<file path="src/rtl/dmem_lsu_pkg.sv">
// Shared types, width codes and request-check helpers for the DMEM load/store unit.
package dmem_lsu_pkg;

  localparam int DMEM_ADDR_WIDTH_DEF = 12;
  localparam int REG_WIDTH_DEF       = 32;
  localparam int DMEM_DEPTH_DEF      = 1024;

  localparam logic [2:0] LSU_B  = 3'b000;
  localparam logic [2:0] LSU_H  = 3'b001;
  localparam logic [2:0] LSU_W  = 3'b010;
  localparam logic [2:0] LSU_BU = 3'b100;
  localparam logic [2:0] LSU_HU = 3'b101;

  typedef enum logic [1:0] {
    LSU_IDLE = 2'b00,
    LSU_RD   = 2'b01,
    LSU_WR   = 2'b10,
    LSU_RESP = 2'b11
  } lsu_state_e;

  function automatic logic funct3_illegal(input logic we, input logic [2:0] f3);
    logic bad;
    if (we) begin
      bad = !((f3 == LSU_B) || (f3 == LSU_H) || (f3 == LSU_W));
    end else begin
      bad = (f3 == 3'b011) || (f3 == 3'b110) || (f3 == 3'b111);
    end
    return bad;
  endfunction

  function automatic logic misaligned(input logic [2:0] f3, input logic [1:0] a);
    logic bad;
    case (f3)
      LSU_H, LSU_HU: bad = a[0];
      LSU_W:         bad = (a != 2'b00);
      default:       bad = 1'b0;
    endcase
    return bad;
  endfunction

endpackage

</file>
<file path="src/rtl/dmem_lsu_if.sv">
// Request/response handshake toward the MEM stage plus the word port toward DMEM.
interface dmem_lsu_if #(
  parameter int AW = 12,
  parameter int DW = 32
) ();
  logic          req_valid;
  logic          req_ready;
  logic          req_we;
  logic [2:0]    req_funct3;
  logic [AW-1:0] req_addr;
  logic [DW-1:0] req_wdata;
  logic          resp_valid;
  logic [DW-1:0] resp_rdata;
  logic          resp_err;
  logic          busy;
  logic          dmem_wr_en;
  logic [AW-1:0] dmem_addr;
  logic [DW-1:0] dmem_wr_data;
  logic [DW-1:0] dmem_rd_data;

  modport master (
    output req_valid, req_we, req_funct3, req_addr, req_wdata,
    input  req_ready, resp_valid, resp_rdata, resp_err, busy
  );

  modport slave (
    input  req_valid, req_we, req_funct3, req_addr, req_wdata, dmem_rd_data,
    output req_ready, resp_valid, resp_rdata, resp_err, busy,
           dmem_wr_en, dmem_addr, dmem_wr_data
  );

  modport mem (
    input  dmem_wr_en, dmem_addr, dmem_wr_data,
    output dmem_rd_data
  );
endinterface

</file>
<file path="src/rtl/dmem_lsu_align.sv">
// Byte/half lane extraction for loads and read-modify-write merge for sub-word stores.
module lsu_align
  import dmem_lsu_pkg::*;
(
  input  logic [2:0]  funct3,
  input  logic [1:0]  addr,
  input  logic [31:0] rdata,
  input  logic [31:0] wdata,
  output logic [31:0] load_ext,
  output logic [31:0] store_merge
);

  logic [7:0]  byte_s;
  logic [15:0] half_s;
  logic [4:0]  bsh_s;
  logic [4:0]  hsh_s;

  // Load path: select the addressed lane and extend it.
  always_comb begin
    bsh_s  = {addr, 3'b000};
    hsh_s  = {addr[1], 4'b0000};
    byte_s = 8'(rdata >> bsh_s);
    half_s = 16'(rdata >> hsh_s);
    case (funct3)
      LSU_B:   load_ext = {{24{byte_s[7]}}, byte_s};
      LSU_BU:  load_ext = {24'h000000, byte_s};
      LSU_H:   load_ext = {{16{half_s[15]}}, half_s};
      LSU_HU:  load_ext = {16'h0000, half_s};
      default: load_ext = rdata;
    endcase
  end

  // Store path: overwrite only the addressed lane, keep the rest of the read word.
  always_comb begin
    case (funct3)
      LSU_B:   store_merge = (rdata & ~(32'h0000_00FF << bsh_s)) |
                             ({24'h000000, wdata[7:0]} << bsh_s);
      LSU_H:   store_merge = (rdata & ~(32'h0000_FFFF << hsh_s)) |
                             ({16'h0000, wdata[15:0]} << hsh_s);
      default: store_merge = wdata;
    endcase
  end

endmodule

</file>
<file path="src/rtl/dmem_lsu.sv">
// Load/store unit in front of word-wide DMEM: request latch, error checks and access FSM.
module dmem_lsu
  import dmem_lsu_pkg::*;
#(
  parameter int DMEM_ADDR_WIDTH = DMEM_ADDR_WIDTH_DEF,
  parameter int REG_WIDTH       = REG_WIDTH_DEF,
  parameter int DMEM_DEPTH      = DMEM_DEPTH_DEF
) (
  input logic      clk,
  input logic      reset_n,
  dmem_lsu_if.slave lsu
);

  localparam int AW = DMEM_ADDR_WIDTH;

  lsu_state_e           state_r;
  lsu_state_e           state_s;
  logic                 we_r;
  logic [2:0]           funct3_r;
  logic [AW-1:0]        addr_r;
  logic [REG_WIDTH-1:0] wdata_r;
  logic [REG_WIDTH-1:0] resp_rdata_r;
  logic                 resp_err_r;
  logic                 accept_s;
  logic                 err_s;
  logic [AW-1:0]        req_word_s;
  logic [31:0]          load_ext_s;
  logic [31:0]          store_merge_s;

  lsu_align u_align (
    .funct3      (funct3_r),
    .addr        (addr_r[1:0]),
    .rdata       (lsu.dmem_rd_data),
    .wdata       (wdata_r),
    .load_ext    (load_ext_s),
    .store_merge (store_merge_s)
  );

  // Request legality: funct3, alignment and last byte of the word inside DMEM.
  always_comb begin
    req_word_s = {lsu.req_addr[AW-1:2], 2'b00};
    accept_s   = lsu.req_valid && (state_r == LSU_IDLE);
    err_s      = funct3_illegal(lsu.req_we, lsu.req_funct3) ||
                 misaligned(lsu.req_funct3, lsu.req_addr[1:0]) ||
                 ((32'(req_word_s) + 32'd3) > 32'(DMEM_DEPTH - 1));
  end

  // Next-state decode.
  always_comb begin
    state_s = state_r;
    case (state_r)
      LSU_IDLE: begin
        if (accept_s) begin
          if (err_s) begin
            state_s = LSU_RESP;
          end else if (lsu.req_we && (lsu.req_funct3 == LSU_W)) begin
            state_s = LSU_WR;
          end else begin
            state_s = LSU_RD;
          end
        end else begin
          state_s = LSU_IDLE;
        end
      end
      LSU_RD:   state_s = we_r ? LSU_WR : LSU_RESP;
      LSU_WR:   state_s = LSU_RESP;
      LSU_RESP: state_s = LSU_IDLE;
      default:  state_s = LSU_IDLE;
    endcase
  end

  // State, request latches and response data registers.
  always_ff @(posedge clk or negedge reset_n) begin
    if (!reset_n) begin
      state_r      <= LSU_IDLE;
      we_r         <= 1'b0;
      funct3_r     <= 3'b000;
      addr_r       <= '0;
      wdata_r      <= '0;
      resp_rdata_r <= '0;
      resp_err_r   <= 1'b0;
    end else begin
      state_r <= state_s;
      case (state_r)
        LSU_IDLE: begin
          if (accept_s) begin
            we_r     <= lsu.req_we;
            funct3_r <= lsu.req_funct3;
            addr_r   <= lsu.req_addr;
            wdata_r  <= lsu.req_wdata;
            if (err_s) begin
              resp_rdata_r <= '0;
              resp_err_r   <= 1'b1;
            end
          end
        end
        LSU_RD: begin
          if (we_r) begin
            wdata_r <= store_merge_s;
          end else begin
            resp_rdata_r <= load_ext_s;
            resp_err_r   <= 1'b0;
          end
        end
        LSU_WR: begin
          resp_rdata_r <= '0;
          resp_err_r   <= 1'b0;
        end
        default: begin
          resp_rdata_r <= resp_rdata_r;
        end
      endcase
    end
  end

  // Outputs decoded from registered state only; DMEM port idles at zero.
  always_comb begin
    lsu.req_ready    = (state_r == LSU_IDLE);
    lsu.busy         = (state_r != LSU_IDLE);
    lsu.resp_valid   = (state_r == LSU_RESP);
    lsu.resp_rdata   = resp_rdata_r;
    lsu.resp_err     = resp_err_r;
    lsu.dmem_wr_en   = 1'b0;
    lsu.dmem_addr    = '0;
    lsu.dmem_wr_data = '0;
    case (state_r)
      LSU_RD: begin
        lsu.dmem_addr = {addr_r[AW-1:2], 2'b00};
      end
      LSU_WR: begin
        lsu.dmem_wr_en   = 1'b1;
        lsu.dmem_addr    = {addr_r[AW-1:2], 2'b00};
        lsu.dmem_wr_data = wdata_r;
      end
      default: begin
        lsu.dmem_wr_en = 1'b0;
      end
    endcase
  end

endmodule
</file>
<file path="src/flat_wrapper.sv">
// flat-port wrapper written by rule: the top's interface ports become plain ports
module dmem_lsu_flat import dmem_lsu_pkg::*;
#(
  parameter int DMEM_ADDR_WIDTH = DMEM_ADDR_WIDTH_DEF,
  parameter int REG_WIDTH       = REG_WIDTH_DEF,
  parameter int DMEM_DEPTH      = DMEM_DEPTH_DEF
)
  (clk, reset_n, lsu_req_valid, lsu_req_we, lsu_req_funct3, lsu_req_addr, lsu_req_wdata, lsu_dmem_rd_data, lsu_req_ready, lsu_resp_valid, lsu_resp_rdata, lsu_resp_err, lsu_busy, lsu_dmem_wr_en, lsu_dmem_addr, lsu_dmem_wr_data);
  dmem_lsu_if lsu_i ();
  input logic clk;
  input logic reset_n;
  input wire logic [$bits(lsu_i.req_valid)-1:0] lsu_req_valid;
  input wire logic [$bits(lsu_i.req_we)-1:0] lsu_req_we;
  input wire logic [$bits(lsu_i.req_funct3)-1:0] lsu_req_funct3;
  input wire logic [$bits(lsu_i.req_addr)-1:0] lsu_req_addr;
  input wire logic [$bits(lsu_i.req_wdata)-1:0] lsu_req_wdata;
  input wire logic [$bits(lsu_i.dmem_rd_data)-1:0] lsu_dmem_rd_data;
  output wire logic [$bits(lsu_i.req_ready)-1:0] lsu_req_ready;
  output wire logic [$bits(lsu_i.resp_valid)-1:0] lsu_resp_valid;
  output wire logic [$bits(lsu_i.resp_rdata)-1:0] lsu_resp_rdata;
  output wire logic [$bits(lsu_i.resp_err)-1:0] lsu_resp_err;
  output wire logic [$bits(lsu_i.busy)-1:0] lsu_busy;
  output wire logic [$bits(lsu_i.dmem_wr_en)-1:0] lsu_dmem_wr_en;
  output wire logic [$bits(lsu_i.dmem_addr)-1:0] lsu_dmem_addr;
  output wire logic [$bits(lsu_i.dmem_wr_data)-1:0] lsu_dmem_wr_data;
  assign lsu_i.req_valid = lsu_req_valid;
  assign lsu_i.req_we = lsu_req_we;
  assign lsu_i.req_funct3 = lsu_req_funct3;
  assign lsu_i.req_addr = lsu_req_addr;
  assign lsu_i.req_wdata = lsu_req_wdata;
  assign lsu_i.dmem_rd_data = lsu_dmem_rd_data;
  assign lsu_req_ready = lsu_i.req_ready;
  assign lsu_resp_valid = lsu_i.resp_valid;
  assign lsu_resp_rdata = lsu_i.resp_rdata;
  assign lsu_resp_err = lsu_i.resp_err;
  assign lsu_busy = lsu_i.busy;
  assign lsu_dmem_wr_en = lsu_i.dmem_wr_en;
  assign lsu_dmem_addr = lsu_i.dmem_addr;
  assign lsu_dmem_wr_data = lsu_i.dmem_wr_data;
  dmem_lsu #(.DMEM_ADDR_WIDTH(DMEM_ADDR_WIDTH), .REG_WIDTH(REG_WIDTH), .DMEM_DEPTH(DMEM_DEPTH)) u_core (.clk(clk), .reset_n(reset_n), .lsu(lsu_i));
endmodule
</file>
<file path="config.mk">
export PLATFORM = sky130hd
export DESIGN_NAME = dmem_lsu_flat
export DESIGN_NICKNAME = d
export VERILOG_FILES = /design/src/rtl/dmem_lsu_pkg.sv /design/src/rtl/dmem_lsu_if.sv /design/src/rtl/dmem_lsu_align.sv /design/src/rtl/dmem_lsu.sv /design/src/flat_wrapper.sv
export SDC_FILE = /design/constraint.sdc
export NUM_CORES = 1
export LEC_CHECK = 0
export CAP_MARGIN = 25
export CORE_ASPECT_RATIO = 1.4
export CORE_MARGIN = 5
export CORE_UTILIZATION = 40
export DETAILED_ROUTE_END_ITERATION = 8
export PLACE_DENSITY = 0.72
export SLEW_MARGIN = 20
export SYNTH_ARGS = -nofsm -noshare
export SYNTH_HDL_FRONTEND = slang
export SYNTH_SLANG_ARGS = --single-unit
export TNS_END_PERCENT = 20
</file>
<file path="constraint.sdc">
create_clock -name clk -period 2.3 [get_ports clk]
set_input_delay 0.69 -clock clk [delete_from_list [all_inputs] [get_ports clk]]
set_output_delay 0.69 -clock clk [all_outputs]
set_load 0.02 [all_outputs]
</file>
==> impl_metrics.ini <==
[status]
run_status = complete, no violations

[layout]
syn2layout_area_growth_pct = 47.14
drive_above_1_share_pct = 20.46
layout_common_cells = clkdlybuf4s50_1 (114), dfrtp_1 (83), nand2_1 (76)
final_common_cell = clkdlybuf4s50_1
final_area_um2 = 6987
antenna_cells = 0
final_net_count = 781

[clock_network]
clkSinkCount = 83
post_cts_buffers = 0
hold_buffers = 0
cts_buffers = 9
root_buffer = clkbuf_16
clk_latency_ns = 0.34
clk_pin_slew_ns = 0.06
cts_tree = built
clock_tree.buffer_depth = 2
htreeDepth = 3

[floorplan]
coreArea_um2 = 11760
dieArea_um2 = 14180
die_w_um = 102.1
rows = 47
ios = 164
die_h_um = 138.9
start_util_pct = 40.37

[power_and_ir_drop]
ir_drop_uv = 1007
p_per_area_nw_per_um2 = 1521
clkPwrFrac_pct = 14.9
combPwrFrac_pct = 60.3
power.leakage_nw = 3.127
total_power_w = 0.01062
power.net_switching_w = 0.004741
seqPwrFrac_pct = 24.8
p_int_w = 0.005882
sw_frac_of_total_pct = 44.63

[logic_synthesis]
synth_seq_area_share_pct = 43.74
synth_top_area_cell = dfrtp_1
synth-edff-count = 0
synth_top_area_share_pct = 43.74
ys_seq_elements = 83
avgSynthCellArea_um2 = 9.274
ys_types = 44
synth_area_leaders = dfrtp_1 (44%), nand2_1 (6.0%), mux2_2 (5.9%), and2_1 (5.5%), o31ai_1 (4.9%)
async_flop_share_pct = 100.0
yosys_warnings = 0
synthesis.area_um2 = 4748
synth_ff_type = dfrtp_1
syn_inst = 512

[critical_path]
cp-end-kind = output port
crit_fanout = 12
cp_data_arrival_time_ns = 1.56
cp_cell_sequence = inv_1, ha_4, and2_1, clkdlybuf4s15_1
cpMaxStageDelayCell = dfrtp_1
critPathMaxStageDelay_ns = 0.35
path_class = register to output port
ff2ff_setup_slack_ns = 0.11
cp.required_ns = 1.61
critPathLaunchType = register

[place]
post_dp_cell_area_um2 = 6830
detailed_place_hpwl_mm = 13.27
port_buffers = 161
gp_congestion = 0.9232

[global_route]
antenna_found_initial = 0
overflow = 0
track_usage_pct = 24.21
grt_max_degree = 43
grt_pass1_wl_mm = 26.80
grt_pass1_vias = 4902

[min_path]
hold_class = primary input to async pin

[timing]
drv_slew = 0
timing.setup.tns_ns = 0
min_period_over_period_pct = 97.70
fmax_mhz = 445.0
rsz0062_at_grt = true
worstMarginPinSlew_ns = 0.5935
min_period_ns = 2.247
fin_skew_ns = 0.006777
final-setup-viol-count = 0
maxSlewHeadroom_pct = 60.43
hold_viol = 0
timing.hold.ws_ns = 0.3362

[routing]
via_per_inst = 5.671
wire_per_inst_um = 20.39
drcViolationCount = 0
drt_iter0_markers = 321
postRouteWirelength_mm = 17.25
ant_nets = 0
firstDrtPassIters = 5
vias = 4798

[run]
cap_viol_max_count = 0
[cell type report]
type	instances	area, um^2
Clock buffer	11	242.7
Clock inverter	5	85.08
Fill cell	1060	4775
Inverter	8	31.28
Multi-Input combinational cell	382	2511
Sequential cell	83	2077
Tap cell	147	183.9
Timing Repair Buffer	210	1856
[worst max-delay path, delay by kind of cell (launching register included)]
kind	cells	cell delay, ns
buffers and inverters	2	0.39
flip-flops	1	0.35
adder cells (fa/ha/maj)	1	0.34
AND/OR/NAND/NOR	1	0.14
[layer usage]
layer | wire length, um | global-route usage (%)
met1 | 6703 | 29.76
met3 | 1375 | 4.731
met2 | 8622 | 40.90
met4 | 545 | 9.883
met5 | 0 | 0
[kinds of logic (layout without fill, tap and decap cells)]
| logic type | count (synthesis) | count (layout) | synth area share, % |
|---|---|---|---|
| DFF | 83 | 83 | 43.74 |
| adders and majority gates | 4 | 4 | 1.054 |
| AOI/OAI and AO/OA | 172 | 173 | 23.98 |
| and+or+nand+nor | 162 | 162 | 17.13 |
| buffers and inverters | 49 | 234 | 4.453 |
| other | 1 | 2 | 0.07898 |
| muxes | 41 | 41 | 9.565 |
[cell usage after synthesis, types with 2 or more instances]
library cell  instances
o21ai_0              37
mux2_2               25
mux2i_1              15
and3_1                9
buf_1                 5
a21oi_1              35
and2_1               42
nand2_1              76
a211oi_1              2
clkbuf_1             24
o21ai_1              10
a221oi_1              8
inv_1                 7
o22ai_1               9
ha_1                  4
nor2_1               14
a222oi_1              6
a22oi_1               8
o221ai_1              9
dfrtp_1              83
a21o_1                2
nor2b_1               6
nand2b_1              2
nor3_1                3
o31ai_1              31
nor3b_1               4
buf_4                 5
o22a_1                6
buf_2                 7
nand2_4               2
o21a_1                3
[power by group through the flow]
stage | clock (W) | sequential, W | combinational (W)
2_1_floorplan | 0 | 0.00276 | 0.00360
3_3_place_gp | 0 | 0.00262 | 0.00645
3_5_place_dp | 0 | 0.00264 | 0.00659
4_1_cts | 0.00160 | 0.00262 | 0.00639
5_1_grt | 0.00167 | 0.00269 | 0.00693
6_report | 0.00158 | 0.00263 | 0.00641
[path summary, 6_finish.rpt]
check	to	startpoint	depth (start not counted)
hold / removal	u_core.addr_r[8]$_DFFE_PN0P_	reset_n	1
hold reg to reg	u_core.lsu.resp_rdata[27]$_DFFE_PN0P_	u_core.lsu.resp_rdata[27]$_DFFE_PN0P_	2
min in group clk	u_core.lsu.resp_rdata[27]$_DFFE_PN0P_	u_core.lsu.resp_rdata[27]$_DFFE_PN0P_	2
setup reg to reg	register	u_core.state_r[1]$_DFF_PN0_	8
max in group asynchronous	u_core.lsu.resp_rdata[18]$_DFFE_PN0P_	reset_n	2
setup / recovery	lsu_dmem_addr[4]	u_core.state_r[0]$_DFF_PN0_	4
[metrics by stage]
stage               setup WS (ns)  util (%)  std cells
finish                    0.05294     59.40        846
global route             -0.03108     59.40        846
CTS                      0.004682     59.53        845
detailed placement        -0.2285     58.07        829
global placement          -0.1463     58.07        829
floorplan                  0.2419         -        513
[what timing repair did]
action / CTS / global route
setup endpoints to repair: 62 / 40
gates cloned: 0 / 1
gates resized for setup: 150 / 18
pin swaps: 0 / 1
No activity file was read; power rests on OpenSTA's default activity.
